--- src/rtl/lutram_fwft_fifo_pkg.sv ---
// Shared types and helpers for the LUTRAM FWFT FIFO slice.
// Holds the occupancy-step encoding and the count-width helper.
package lutram_fwft_fifo_pkg;

  typedef enum logic [1:0] {
    OCC_HOLD = 2'd0,
    OCC_UP   = 2'd1,
    OCC_DOWN = 2'd2
  } occ_op_e;

  function automatic int unsigned f_cnt_w(
    input int unsigned depth
  );
    return $clog2(depth + 1);
  endfunction

endpackage

--- src/rtl/lutram_fwft_fifo_if.sv ---
// FIFO bus: producer push/data_in, consumer pop/data_out, status flags.
// master = the side driving push/pop, slave = the FIFO itself.
interface lutram_fwft_fifo_if
  import lutram_fwft_fifo_pkg::*;
#(
  parameter int DATA_WIDTH = 32,
  parameter int DEPTH      = 4
);
  localparam int CW = f_cnt_w(DEPTH);

  logic                  push;
  logic [DATA_WIDTH-1:0] data_in;
  logic                  pop;
  logic [DATA_WIDTH-1:0] data_out;
  logic                  valid;
  logic                  empty;
  logic                  almost_empty;
  logic                  almost_full;
  logic                  full;
  logic [CW-1:0]         count;
  logic                  overflow_err;
  logic                  underflow_err;

  modport master (
    output push, data_in, pop,
    input  data_out, valid, empty,
    input  almost_empty, almost_full, full,
    input  count, overflow_err, underflow_err
  );

  modport slave (
    input  push, data_in, pop,
    output data_out, valid, empty,
    output almost_empty, almost_full, full,
    output count, overflow_err, underflow_err
  );

endinterface

--- src/rtl/lutram_fwft_fifo_ptr_ctrl.sv ---
// Pointer/occupancy control: wrap pointers, one-hot occ, count, errors.
// Ports: clk/rst, i_push/i_pop in; accepts, pointers, flags, count out.
module lutram_fwft_fifo_ptr_ctrl
  import lutram_fwft_fifo_pkg::*;
#(
  parameter  int DEPTH = 4,
  localparam int PW    = $clog2(DEPTH),
  localparam int CW    = $clog2(DEPTH + 1)
) (
  input  logic          clk,
  input  logic          rst,
  input  logic          i_push,
  input  logic          i_pop,
  output logic          o_push_acc,
  output logic          o_pop_acc,
  output logic [PW-1:0] o_wr_ptr,
  output logic [PW-1:0] o_rd_ptr,
  output logic          o_empty,
  output logic          o_almost_empty,
  output logic          o_almost_full,
  output logic          o_full,
  output logic [CW-1:0] o_count,
  output logic          o_overflow_err,
  output logic          o_underflow_err
);

  localparam logic [DEPTH:0] OCC_RST = {{DEPTH{1'b0}}, 1'b1};

  logic [PW-1:0]  r_wr;
  logic [PW-1:0]  r_rd;
  logic [DEPTH:0] r_occ;
  logic [CW-1:0]  r_count;
  logic           r_ovf;
  logic           r_unf;

  logic    w_push_acc;
  logic    w_pop_acc;
  occ_op_e w_op;

  // Wrap by compare so non power-of-two depths work.
  function automatic logic [PW-1:0] f_next(
    input logic [PW-1:0] p
  );
    return (p == PW'(DEPTH - 1)) ? '0 : p + PW'(1);
  endfunction

  assign w_pop_acc  = i_pop & ~r_occ[0];
  // A pop in the same cycle frees the slot a full FIFO needs.
  assign w_push_acc = i_push & (~r_occ[DEPTH] | w_pop_acc);

  always_comb begin
    w_op = OCC_HOLD;
    unique case (1'b1)
      (w_push_acc & ~w_pop_acc): w_op = OCC_UP;
      (w_pop_acc & ~w_push_acc): w_op = OCC_DOWN;
      default:                   w_op = OCC_HOLD;
    endcase
  end

  always_ff @(posedge clk or posedge rst) begin
    if (rst) begin
      r_wr    <= '0;
      r_rd    <= '0;
      r_occ   <= OCC_RST;
      r_count <= '0;
      r_ovf   <= 1'b0;
      r_unf   <= 1'b0;
    end else begin
      if (w_push_acc) r_wr <= f_next(r_wr);
      if (w_pop_acc)  r_rd <= f_next(r_rd);
      unique case (w_op)
        OCC_UP: begin
          r_occ   <= {r_occ[DEPTH-1:0], 1'b0};
          r_count <= r_count + CW'(1);
        end
        OCC_DOWN: begin
          r_occ   <= {1'b0, r_occ[DEPTH:1]};
          r_count <= r_count - CW'(1);
        end
        default: begin
          r_occ   <= r_occ;
          r_count <= r_count;
        end
      endcase
      if (i_push & r_occ[DEPTH] & ~w_pop_acc) r_ovf <= 1'b1;
      if (i_pop & r_occ[0])                   r_unf <= 1'b1;
    end
  end

  assign o_push_acc      = w_push_acc;
  assign o_pop_acc       = w_pop_acc;
  assign o_wr_ptr        = r_wr;
  assign o_rd_ptr        = r_rd;
  assign o_empty         = r_occ[0];
  assign o_almost_empty  = r_occ[1];
  assign o_almost_full   = r_occ[DEPTH-1];
  assign o_full          = r_occ[DEPTH];
  assign o_count         = r_count;
  assign o_overflow_err  = r_ovf;
  assign o_underflow_err = r_unf;

`ifndef SYNTHESIS
  a_onehot: assert property (
    @(posedge clk) disable iff (rst) $onehot(r_occ));

  a_cnt_occ: assert property (
    @(posedge clk) disable iff (rst) r_occ[r_count]);

  a_ptr_inv: assert property (
    @(posedge clk) disable iff (rst)
    int'(r_wr) == (int'(r_rd) + int'(r_count)) % DEPTH);

  a_no_ovf_acc: assert property (
    @(posedge clk) disable iff (rst)
    !(w_push_acc && r_occ[DEPTH] && !w_pop_acc));
`endif

endmodule

--- src/rtl/lutram_fwft_fifo.sv ---
// First-word-fall-through FIFO on distributed RAM, async head read.
// Ports: clk, rst (async, active-high), bus (slave side of fifo if).
module lutram_fwft_fifo
  import lutram_fwft_fifo_pkg::*;
#(
  parameter int DATA_WIDTH = 32,
  parameter int DEPTH      = 4
) (
  input logic              clk,
  input logic              rst,
  lutram_fwft_fifo_if.slave bus
);

  localparam int PW = $clog2(DEPTH);
  localparam int CW = f_cnt_w(DEPTH);

  logic                  w_push_acc;
  logic                  w_pop_acc;
  logic [PW-1:0]         w_wr_ptr;
  logic [PW-1:0]         w_rd_ptr;
  logic                  w_empty;
  logic [CW-1:0]         w_count;

  // Storage is deliberately not reset so it maps onto LUTRAM.
  logic [DATA_WIDTH-1:0] r_mem [DEPTH];

  lutram_fwft_fifo_ptr_ctrl #(
    .DEPTH (DEPTH)
  ) u_ctrl (
    .clk             (clk),
    .rst             (rst),
    .i_push          (bus.push),
    .i_pop           (bus.pop),
    .o_push_acc      (w_push_acc),
    .o_pop_acc       (w_pop_acc),
    .o_wr_ptr        (w_wr_ptr),
    .o_rd_ptr        (w_rd_ptr),
    .o_empty         (w_empty),
    .o_almost_empty  (bus.almost_empty),
    .o_almost_full   (bus.almost_full),
    .o_full          (bus.full),
    .o_count         (w_count),
    .o_overflow_err  (bus.overflow_err),
    .o_underflow_err (bus.underflow_err)
  );

  always_ff @(posedge clk) begin
    if (w_push_acc) r_mem[w_wr_ptr] <= bus.data_in;
  end

  // Head entry is combinational: no read latency.
  assign bus.data_out = r_mem[w_rd_ptr];
  assign bus.valid    = ~w_empty;
  assign bus.empty    = w_empty;
  assign bus.count    = w_count;

  logic w_unused;
  assign w_unused = w_pop_acc;

endmodule

--- src/flat_wrapper.sv ---
// flat-port wrapper written by rule: the top's interface ports become plain ports
module lutram_fwft_fifo_flat import lutram_fwft_fifo_pkg::*;
#(
  parameter int DATA_WIDTH = 32,
  parameter int DEPTH      = 4
)
  (clk, rst, bus_push, bus_data_in, bus_pop, bus_data_out, bus_valid, bus_empty, bus_almost_empty, bus_almost_full, bus_full, bus_count, bus_overflow_err, bus_underflow_err);
  lutram_fwft_fifo_if #(.DATA_WIDTH(DATA_WIDTH), .DEPTH(DEPTH)) bus_i ();
  input logic clk;
  input logic rst;
  input wire logic [$bits(bus_i.push)-1:0] bus_push;
  input wire logic [$bits(bus_i.data_in)-1:0] bus_data_in;
  input wire logic [$bits(bus_i.pop)-1:0] bus_pop;
  output wire logic [$bits(bus_i.data_out)-1:0] bus_data_out;
  output wire logic [$bits(bus_i.valid)-1:0] bus_valid;
  output wire logic [$bits(bus_i.empty)-1:0] bus_empty;
  output wire logic [$bits(bus_i.almost_empty)-1:0] bus_almost_empty;
  output wire logic [$bits(bus_i.almost_full)-1:0] bus_almost_full;
  output wire logic [$bits(bus_i.full)-1:0] bus_full;
  output wire logic [$bits(bus_i.count)-1:0] bus_count;
  output wire logic [$bits(bus_i.overflow_err)-1:0] bus_overflow_err;
  output wire logic [$bits(bus_i.underflow_err)-1:0] bus_underflow_err;
  assign bus_i.push = bus_push;
  assign bus_i.data_in = bus_data_in;
  assign bus_i.pop = bus_pop;
  assign bus_data_out = bus_i.data_out;
  assign bus_valid = bus_i.valid;
  assign bus_empty = bus_i.empty;
  assign bus_almost_empty = bus_i.almost_empty;
  assign bus_almost_full = bus_i.almost_full;
  assign bus_full = bus_i.full;
  assign bus_count = bus_i.count;
  assign bus_overflow_err = bus_i.overflow_err;
  assign bus_underflow_err = bus_i.underflow_err;
  lutram_fwft_fifo #(.DATA_WIDTH(DATA_WIDTH), .DEPTH(DEPTH)) u_core (.clk(clk), .rst(rst), .bus(bus_i));
endmodule
--- config.mk ---
export PLATFORM = sky130hd
export DESIGN_NAME = lutram_fwft_fifo_flat
export DESIGN_NICKNAME = d
export VERILOG_FILES = /design/src/rtl/lutram_fwft_fifo_pkg.sv /design/src/rtl/lutram_fwft_fifo_if.sv /design/src/rtl/lutram_fwft_fifo_ptr_ctrl.sv /design/src/rtl/lutram_fwft_fifo.sv /design/src/flat_wrapper.sv
export SDC_FILE = /design/constraint.sdc
export NUM_CORES = 1
export LEC_CHECK = 0
export BUFFER_PORTS_ARGS = -buffer_cell sky130_fd_sc_hd__buf_2
export CAP_MARGIN = 20
export CELL_PAD_IN_SITES_DETAIL_PLACEMENT = 1
export CELL_PAD_IN_SITES_GLOBAL_PLACEMENT = 2
export CORE_MARGIN = 2
export CORE_UTILIZATION = 47
export CTS_CLUSTER_DIAMETER = 150
export DETAILED_ROUTE_END_ITERATION = 7
export PLACE_DENSITY_LB_ADDON = 0.1
export SYNTH_ARGS = -nofsm -noshare
export SYNTH_HDL_FRONTEND = slang
export SYNTH_HIERARCHICAL = 1
export SYNTH_SLANG_ARGS = --single-unit
--- constraint.sdc ---
create_clock -name clk -period 8.92 [get_ports clk]
set_input_delay 0.892 -clock clk [delete_from_list [all_inputs] [get_ports clk]]
set_output_delay 0.892 -clock clk [all_outputs]
set_load 0.01 [all_outputs]
==> metrics, run 1 <==
Rows=39; cts repair resizes=0; largest net degree at the start of global routing=35; Clock Path Buffers=2; DR WL/cell=20.4 microns; Worst EP required=approximately 8 ns; Post-Route Skew=about 0.0060 ns; gr busiest metal=met2; via-per-instance ratio=about 5.3; first drt pass iteration count=5; share of cells above drive strength 1=0.450; ranking of synthesized cells by area=edfxtp_1, mux4_2, dfrtp_1, ha_1, buf_12; DP Area=~6000 sq um; status=finished clean; count of different cell masters after synthesis=29; Hold Slack=approximately 0.45 ns; most frequent cell after synthesis=edfxtp_1; global routing usage on met1=0.215; total congestion overflow=0; sequential area share after synthesis=0.781; initial DRC count=74; GR met3 Demand/Resource=0.0585; Antenna diodes=0; detailed placement HPWL=slightly below 6 mm; Post-synth EDFFs=around 130; nature of the critical path startpoint=flop; Yosys reg bits=~140; Max FO, Critical Path=26; total number of vias=about 2,500; clock share of power=0.332; initial antenna violation count=0; worst path arrival time=roughly 2.3 ns; met2 GRT Util=0.278; P per Cell Area=around 330 nW/um^2; Post-synth ARST share=0.0986; clk_lat worst skew=about 0.4 ns; CTS root buf=clkbuf_16; Reg clk slew, reported paths=0.06 ns; mapped cell area=roughly 5400 sq um; Worst Hold Class=flop to flop; FMAX=315 MHz; initial core utilization=0.477; Commonest cells post-synth=edfxtp_1, mux4_2, dfrtp_1; setup bufs post-CTS=0; Sw Ratio=0.266; Slew headroom=0.396; Max-Cap Viols=0; final core occ=0.575; endpoints failing hold=0; Syn Nets=between 200 and 300; first-pass GRT wire length=about 15 mm; Sum Neg Setup Slack=0 ns; hold-fix buffers at CTS=0; DP Cell Count=between 400 and 500; CP endpoint kind=output port; kind of critical path=flop to output port; Leak Pwr=around 0.0023 uW; dominant synthesized flop cell=edfxtp_1; Final Max Slew Viols=0; Least-Margin Pin Slew=just over 0.9 ns; Final #Nets=around 360; Int Pwr=approximately 1600 uW; gpl congestion=0.662; Die ar.=12,300 sq um; area grow syn2layout=20.5%; RSZ-0062 raised after global routing=no; Final ANT Viol Nets=0; via count of the first global-routing pass=between 2,000 and 3,000; Num Clock Sinks=142; area leader, netlist=edfxtp_1; core area=11,300 sq um; part of the cycle the worst path needs=0.356; Comb pwr share=0.227; CTS buffer count=17; CTS H-tree lvls=4; post-route DRC violation count=0; Synth Warn #=6; Mapped Avg Cell Area=23.7 sq um; count of final setup violators=0; DIE WIDTH=between 100 and 150 microns; Final Cell Area=~6500 sq um; Die Ht=111 microns; routed wire length=a little under 10 mm; Post-Layout Cell Count=472; maximum vdd drop=about 0.00015 V; Mapped Cells=227; GRT Resource Usage Total=0.170; Synth top area share=0.715; CTS tree=built; Sw Pwr=between 500 and 600 uW; Port Buffers=slightly below 80; Period minus WS final=between 3 and 4 ns; io pins=78; Sequential Power Share=0.441
-- final cells by class --
| class | instances | area (sq um) |
|---|---|---|
| clock buffers | 18 | 429 |
| clock inverters | 13 | 171 |
| fillers | 995 | 4800 |
| inverters | 4 | 15.0 |
| multi-input cells | 72 | 1080 |
| flip-flops and latches | 142 | 4200 |
| well taps | 143 | 179 |
| repair buffers | 80 | 408 |
-- placed cells by master (no fill, tap or decap), drive strengths merged --
| master | count |
|---|---|
| edfxtp | 128 |
| buf | 80 |
| mux4 | 32 |
| clkbuf | 18 |
| dfrtp | 13 |
| clkinv | 6 |
| nand2 | 5 |
| ha | 5 |
| inv | 5 |
| bufinv | 4 |
| o21ai | 4 |
| mux2 | 4 |
| nor2 | 3 |
| mux2i | 3 |
| clkinvlp | 2 |
| and3b | 2 |
| a21o | 2 |
| xnor2 | 2 |
| nor3b | 2 |
| and3 | 1 |
| nand2b | 1 |
| a31o | 1 |
| nor4b | 1 |
| a22o | 1 |
| a21boi | 1 |
| xor2 | 1 |
| nor3 | 1 |
| dfstp | 1 |
-- routing by layer --
metal,vias up,part of all wire
li1,1128,-
met1,1299,0.42
met2,61,0.52
met3,9,0.047
met4,0,0.0074
met5,-,0
-- power groups by stage --
stage	logic [uW]	registers, uW	clock network, uW
global route	528	963	759
finish	486	947	712
CTS	501	951	729
detailed placement	499	963	0
global placement	495	955	0
floorplan	376	914	0
-- path summary, 6_finish.rpt --
kind	start	endpoint	slack, ns	cells past startpoint
worst max register to register	u_core/u_ctrl/r_occ[0]	u_core/u_ctrl/o_count[2]	6.68	9
min in group asynchronous	rst	u_core/u_ctrl/o_count[2]	0.53	2
worst min-delay path	u_core/u_ctrl/o_underflow_err	u_core/u_ctrl/o_underflow_err	0.45	1
worst min register to register	u_core/u_ctrl/o_underflow_err	u_core/u_ctrl/o_underflow_err	0.45	1
max in group asynchronous	rst	u_core/u_ctrl/o_rd_ptr[1]	7.98	2
worst max-delay path	u_core/u_ctrl/o_rd_ptr[0]	bus_data_out[31]	5.74	3
-- sequential cells by signal, indices dropped and copies added (netlist names) --
name                           cells
u_core/u_ctrl/o_wr_ptr             2
u_core/u_ctrl/o_count              3
u_core/u_ctrl/o_rd_ptr             2
u_core/r_mem                     128
u_core/u_ctrl/r_occ                5
u_core/u_ctrl/o_underflow_err      1
u_core/u_ctrl/o_overflow_err       1
-- cell families after synthesis --
| logic type | after synthesis | share of synthesized area |
|---|---|---|
| compound gates | 9 | 0.0133 |
| xor+xnor | 3 | 0.00489 |
| fa+ha+maj | 5 | 0.0116 |
| buf+inv | 13 | 0.0207 |
| flops | 142 | 0.781 |
| mux | 39 | 0.151 |
| simple gates | 16 | 0.0179 |
-- metrics by stage --
step                      power, uW  setup slack, ns
after global placement         1450             6.13
final                          2140             5.74
after global routing           2250             5.58
after detailed placement       1460             6.12
after CTS                      2180             5.67
after floorplan                1290             4.84
-- critical path: stages, from the launching register on --
cell and delay, ns:
dfrtp_2 0.54, buf_4 0.54, mux4_1 0.63, buf_2 0.16
Power figures use the tool's default switching activity.
==> run 2: changes to the inputs <==
CORE_UTILIZATION = 39   (was 47)
clock period = 2.85 ns   (was 8.92 ns; I/O delays follow)
==> run 2 against run 1 <==
First-iteration DRC count grew 140%. Hold slack got worse by 0.37 ns. Critical path type unchanged. Highest routed layer unchanged. Count of clock-buffer cells in the layout is 3 higher. Sequential power grew to 3.1 times the previous value. Sequential share of layout area fell by 0.42 points. Sequential cell count is the same. Wire length increased by 4.4%. Critical path depth is the same. Global-route usage is 2.0 points lower. Non-clock buffer count is 9 higher.
==> metrics, run 2 (synthesized netlist as in run 1, its figures left out) <==
Hold Slack=0.0867 ns; Final Max Slew Viols=0; routed wire length=between 10 and 15 mm; Final ANT Viol Nets=0; setup bufs post-CTS=0; maximum vdd drop=about 0.00047 V; Final Cell Area=roughly 6500 sq um; Rows=42; via count of the first global-routing pass=2,741; Leak Pwr=between 0.002 and 0.0025 uW; DIE WIDTH=~120 microns; Antenna diodes=0; Max FO, Critical Path=16; worst path arrival time=2.09 ns; Clock Path Buffers=2; Top reg by flops=u_core/r_mem; CTS tree=built; crit-path cells=buf_4, mux4_2, buf_2; status=finished clean; DP Area=6000 sq um; gpl congestion=roughly 0.69; Critical Path Max Stage Delay=~0.7 ns; CP Depth=3; first-pass GRT wire length=roughly 16 mm; CP endpoint kind=output port; commonest cells after routing, fill and taps aside=edfxtp_1, buf_2, mux4_2, clkbuf_16, dfrtp_1; total number of vias=2,496; GRT Resource Usage Total=0.150; Largest register FFs=between 100 and 150; Final WS setup=0.472 ns; nature of the critical path startpoint=flop; CP Buf/Inv Count=2; CTS buffer count=17; post-place setup slack=roughly 0.66 ns; part of the cycle the worst path needs=0.835; DR WL/cell=around 20 microns; total congestion overflow=0; Slew headroom=0.427; Period minus WS final=2.38 ns; core area=roughly 13,000 sq um; CTS H-tree lvls=4; cts repair resizes=0; post-route DRC violation count=0; cell count of the worst reg-to-reg path=9; Max-Cap Viols=0; Worst EP required=around 2.6 ns; Die ar.=between 10,000 and 15,000 sq um; FMAX=420 MHz; Final #Nets=around 370; endpoints failing hold=0; Port Buffers=a little under 80; count of final setup violators=0; Post-Route Skew=about 0.0047 ns; via-per-instance ratio=between 4 and 5; most common cell after layout, fill and taps aside=edfxtp_1; hold-fix buffers at CTS=1; clk_lat worst skew=roughly 0.4 ns; initial DRC count=around 170; Worst Hold Class=input pin to flop; Reg clk slew, reported paths=~0.05 ns; kind of critical path=flop to output port; RSZ-0062 raised after global routing=no; first drt pass iteration count=4; initial core utilization=0.403; P per Cell Area=about 1000 nW/um^2; Design Power=~6500 uW; io pins=a little under 80; hold path cells=1; Die Ht=roughly 120 microns; detailed placement HPWL=6.20 mm; share of cells above drive strength 1=0.460; CTS root buf=clkbuf_16; area grow syn2layout=21.3%; Num Clock Sinks=around 140; Least-Margin Pin Slew=around 0.86 ns; critical path's top delay family=flip-flops; initial antenna violation count=0; critical path's slowest cell=dfrtp_2; Sum Neg Setup Slack=0 ns; largest net degree at the start of global routing=35
[run 2: path summary, 6_finish.rpt]
path | from | to | slack [ns]
setup / recovery | u_core/u_ctrl/o_rd_ptr[0] | bus_data_out[19] | 0.47
hold / removal | bus_data_in[16] | u_core/r_mem[3][16] | 0.09
setup reg to reg | u_core/u_ctrl/r_occ[0] | u_core/u_ctrl/o_count[2] | 0.67
hold reg to reg | u_core/u_ctrl/o_underflow_err | u_core/u_ctrl/o_underflow_err | 0.46
max in group asynchronous | rst | u_core/u_ctrl/o_rd_ptr[0] | 1.97
min in group asynchronous | rst | u_core/u_ctrl/o_count[2] | 0.47
[run 2: per-layer routing]
metal,part of all wire,GRT usage,vias to the layer above,wire (microns)
li1,-,-,1140,-
met1,0.45,0.188,1286,4480
met2,0.49,0.234,59,4940
met3,0.049,0.0592,11,496
met4,0.015,0.0625,0,146
met5,0,0,-,0
[run 2: cell type report]
class                      count  area [sq um]
tap                          176           220
sequential                   142          4200
fill                        1247          6830
inverter                       4          15.0
timing repair buffer          89           490
clock buffer                  21           440
multi-input combinational     72          1080
clock inverter                 9          72.6
[run 2: stage by stage]
| step | instances | util |
|---|---|---|
| after CTS | 513 | 0.488 |
| final | 513 | 0.488 |
| after global placement | 482 | 0.449 |
| after floorplan | 227 | - |
| after detailed placement | 482 | 0.449 |
| after global routing | 513 | 0.488 |
[run 2: where the power goes]
part	switching [uW]	internal, uW	total [uW]
combinational	755	827	1580
sequential	270	2710	2980
clock	780	1170	1950
total	1810	4710	6520
==> run 3: changes to the inputs <==
ABC_AREA = 1   (was not set)
CORE_UTILIZATION = 34   (was 39)
clock period = 2 ns   (was 2.85 ns; I/O delays follow)
==> run 3 against run 2 <==
Sequential cell count unchanged. Hold slack got worse by 0.070 ns. Global-route usage increased by 0.38 points. Area after synthesis grew 15%. Non-clock buffer count grew 21. Clock power grew 78%. Count of clock-buffer cells in the layout down 1. Largest cell class unchanged. Highest routed layer unchanged.
==> metrics, run 3 <==
status=finished clean; Comb pwr share=0.337; Critical Path Max Stage Delay=between 0.4 and 0.5 ns; RSZ-0062 raised after global routing=no; multi-input logic area=about 1300 sq um; largest net degree at the start of global routing=68; Mapped Cells=approximately 590; nature of the critical path startpoint=flop; DP Cell Count=roughly 900; clk_lat worst skew=~0.41 ns; critical path's slowest cell=dfrtp_2; GRT Resource Usage Total=0.154; Slew headroom=0.633; Die Ht=around 140 microns; post-route DRC violation count=0; Synth top area share=0.624; dominant synthesized flop cell=edfxtp_1; Num Clock Sinks=142; Yosys reg bits=between 100 and 150; commonest cells after routing, fill and taps aside=nand2_1, inv_1, edfxtp_1, buf_2, nand3_1; CP endpoint kind=output port; Period minus WS final=about 1.8 ns; CTS H-tree lvls=4; area leader, netlist=edfxtp_1; part of the cycle the worst path needs=0.916; CTS tree=built; io pins=approximately 80; share of cells above drive strength 1=0.188; post-place setup slack=0.171 ns; DIE WIDTH=between 100 and 150 microns; Post-synth EDFFs=128; ranking of synthesized cells by area=edfxtp_1, nand2_1, inv_1, nand3_1, dfrtp_1; Synth Warn #=6; Syn Nets=633; Least-Margin Pin Slew=roughly 0.55 ns; endpoints failing hold=0; via count of the first global-routing pass=approximately 4,500; Rows=49; Reg clk slew, reported paths=0.06 ns; setup bufs post-CTS=0; mapped cell area=6160 sq um; Clock Path Buffers=2; Sequential Power Share=0.361; Max-Cap Viols=0; area grow syn2layout=25.4%; P per Cell Area=1490 nW/um^2; maximum vdd drop=between 0.0006 and 0.0007 V; Post-Layout Cell Count=around 940; routed wire length=14.0 mm; Worst Hold Class=input pin to flop; CTS root buf=clkbuf_16; CTS buffer count=17; core area=17,800 sq um; via-per-instance ratio=4.44; Post-Route Skew=around 0.0084 ns; FF+latch area=~4200 sq um; Final #Nets=between 700 and 800; initial antenna violation count=1; total number of vias=around 4,200; Worst EP required=approximately 1.8 ns; first drt pass iteration count=4; clock share of power=0.302; Final ANT Viol Nets=0; worst path arrival time=about 1.6 ns; Post-synth ARST share=0.0986; gpl congestion=about 0.74; Top reg by flops=u_core/r_mem; Sum Neg Setup Slack=0 ns; most frequent CP cell=nand2_1; first-pass GRT wire length=around 23 mm; CP Buf/Inv Count=3; initial core utilization=0.345; initial DRC count=about 170; Max FO, Critical Path=26; Commonest cells post-synth=nand2_1, inv_1, edfxtp_1; Final Max Slew Viols=0; Design Power=11,500 uW; Largest register FFs=128; total congestion overflow=0; Leak Pwr=around 0.0036 uW; Die ar.=approximately 19,000 sq um; most frequent cell after synthesis=nand2_1; Sw Ratio=0.341; DR WL/cell=14.8 microns; detailed placement HPWL=between 8 and 9 mm; Final WS setup=~0.17 ns; Sw Pwr=3930 uW; sequential area share after synthesis=0.681; kind of critical path=flop to output port; count of different cell masters after synthesis=26; Int Pwr=about 7600 uW; Port Buffers=just under 80; critical path's top delay family=buffers and inverters; FMAX=~550 MHz; Mapped Avg Cell Area=approximately 10 sq um; count of final setup violators=0; most common cell after layout, fill and taps aside=nand2_1; crit-path cells=inv_6, buf_12, nand2_1, nand3_1, nand2_1, buf_2; Fillers=around 2,000
-- run 3: cell count changes in the layout (fill, tap and decap cells not counted), moves of 3 or more --
cell	previous run	this run
clkinv_2	4	1
bufinv_16	1	6
nand3_1	0	66
inv_1	4	142
mux4_2	30	0
buf_12	1	4
o21ai_1	0	3
nor3_4	0	4
nand2_1	5	189
dlygate4sd3_1	1	17
mux2i_1	3	0
-- run 3: stage by stage --
stage               cell area [sq um]  utilization  hold WS, ns
global route                     7720        0.433     0.000131
finish                           7720        0.433       0.0162
global placement                 6890        0.386        0.283
detailed placement               6890        0.386        0.274
floorplan                        6180            -       0.0885
CTS                              7680        0.431     0.000548
-- run 3: cells by family after synthesis --
logic type	Yosys count	synth area share
AND/OR/NAND/NOR	262	0.175
buffers and inverters	167	0.115
XOR/XNOR	2	0.00284
AO/OA/AOI/OAI	14	0.0156
flip-flops	142	0.681
adder cells (fa/ha/maj)	5	0.0102
-- run 3: power groups by stage --
| stage | clock network (uW) | registers [uW] | logic [uW] |
|---|---|---|---|
| detailed placement | 0 | 4220 | 3990 |
| floorplan | 0 | 4190 | 2440 |
| finish | 3480 | 4160 | 3890 |
| global placement | 0 | 4190 | 3910 |
| global route | 3680 | 4220 | 4430 |
| CTS | 3560 | 4160 | 4020 |
-- run 3: area by class of cell --
type | instances | share of cell area
inverters | 145 | 0.0711
well taps | 229 | 0.0371
repair buffers | 110 | 0.0939
flip-flops and latches | 142 | 0.543
diodes | 1 | 0.000324
multi-input cells | 283 | 0.170
clock inverters | 12 | 0.0280
clock buffers | 20 | 0.0565
-- run 3: final timing paths --
check                                        startpoint                           end  slack, ns  cells past startpoint
setup / recovery              u_core/u_ctrl/o_rd_ptr[0]               bus_data_out[0]       0.17                      6
hold / removal                          bus_data_in[20]           u_core/r_mem[1][20]       0.02                      1
setup reg to reg                 u_core/u_ctrl/r_occ[0]           u_core/r_mem[3][28]       0.20                      6
hold reg to reg            u_core/u_ctrl/o_overflow_err  u_core/u_ctrl/o_overflow_err       0.49                      1
max in group asynchronous                           rst     u_core/u_ctrl/o_rd_ptr[1]       1.23                      3
min in group asynchronous                           rst        u_core/u_ctrl/r_occ[3]       0.37                      3
-- run 3: repair_timing --
item,in CTS,in global routing
setup endpoints to repair,10,2
resized for setup,1,2
hold endpoints to repair,62,12
hold buffers,14,3
gates cloned,0,0
-- run 3: metal layers --
layer / vias up / track usage / part of all wire
li1: 2070 / - / -
met2: 65 / 0.273 / 0.52
met5: - / 0 / 0
met1: 2039 / 0.183 / 0.44
met4: 0 / 0.0420 / 0.0076
met3: 10 / 0.0459 / 0.034
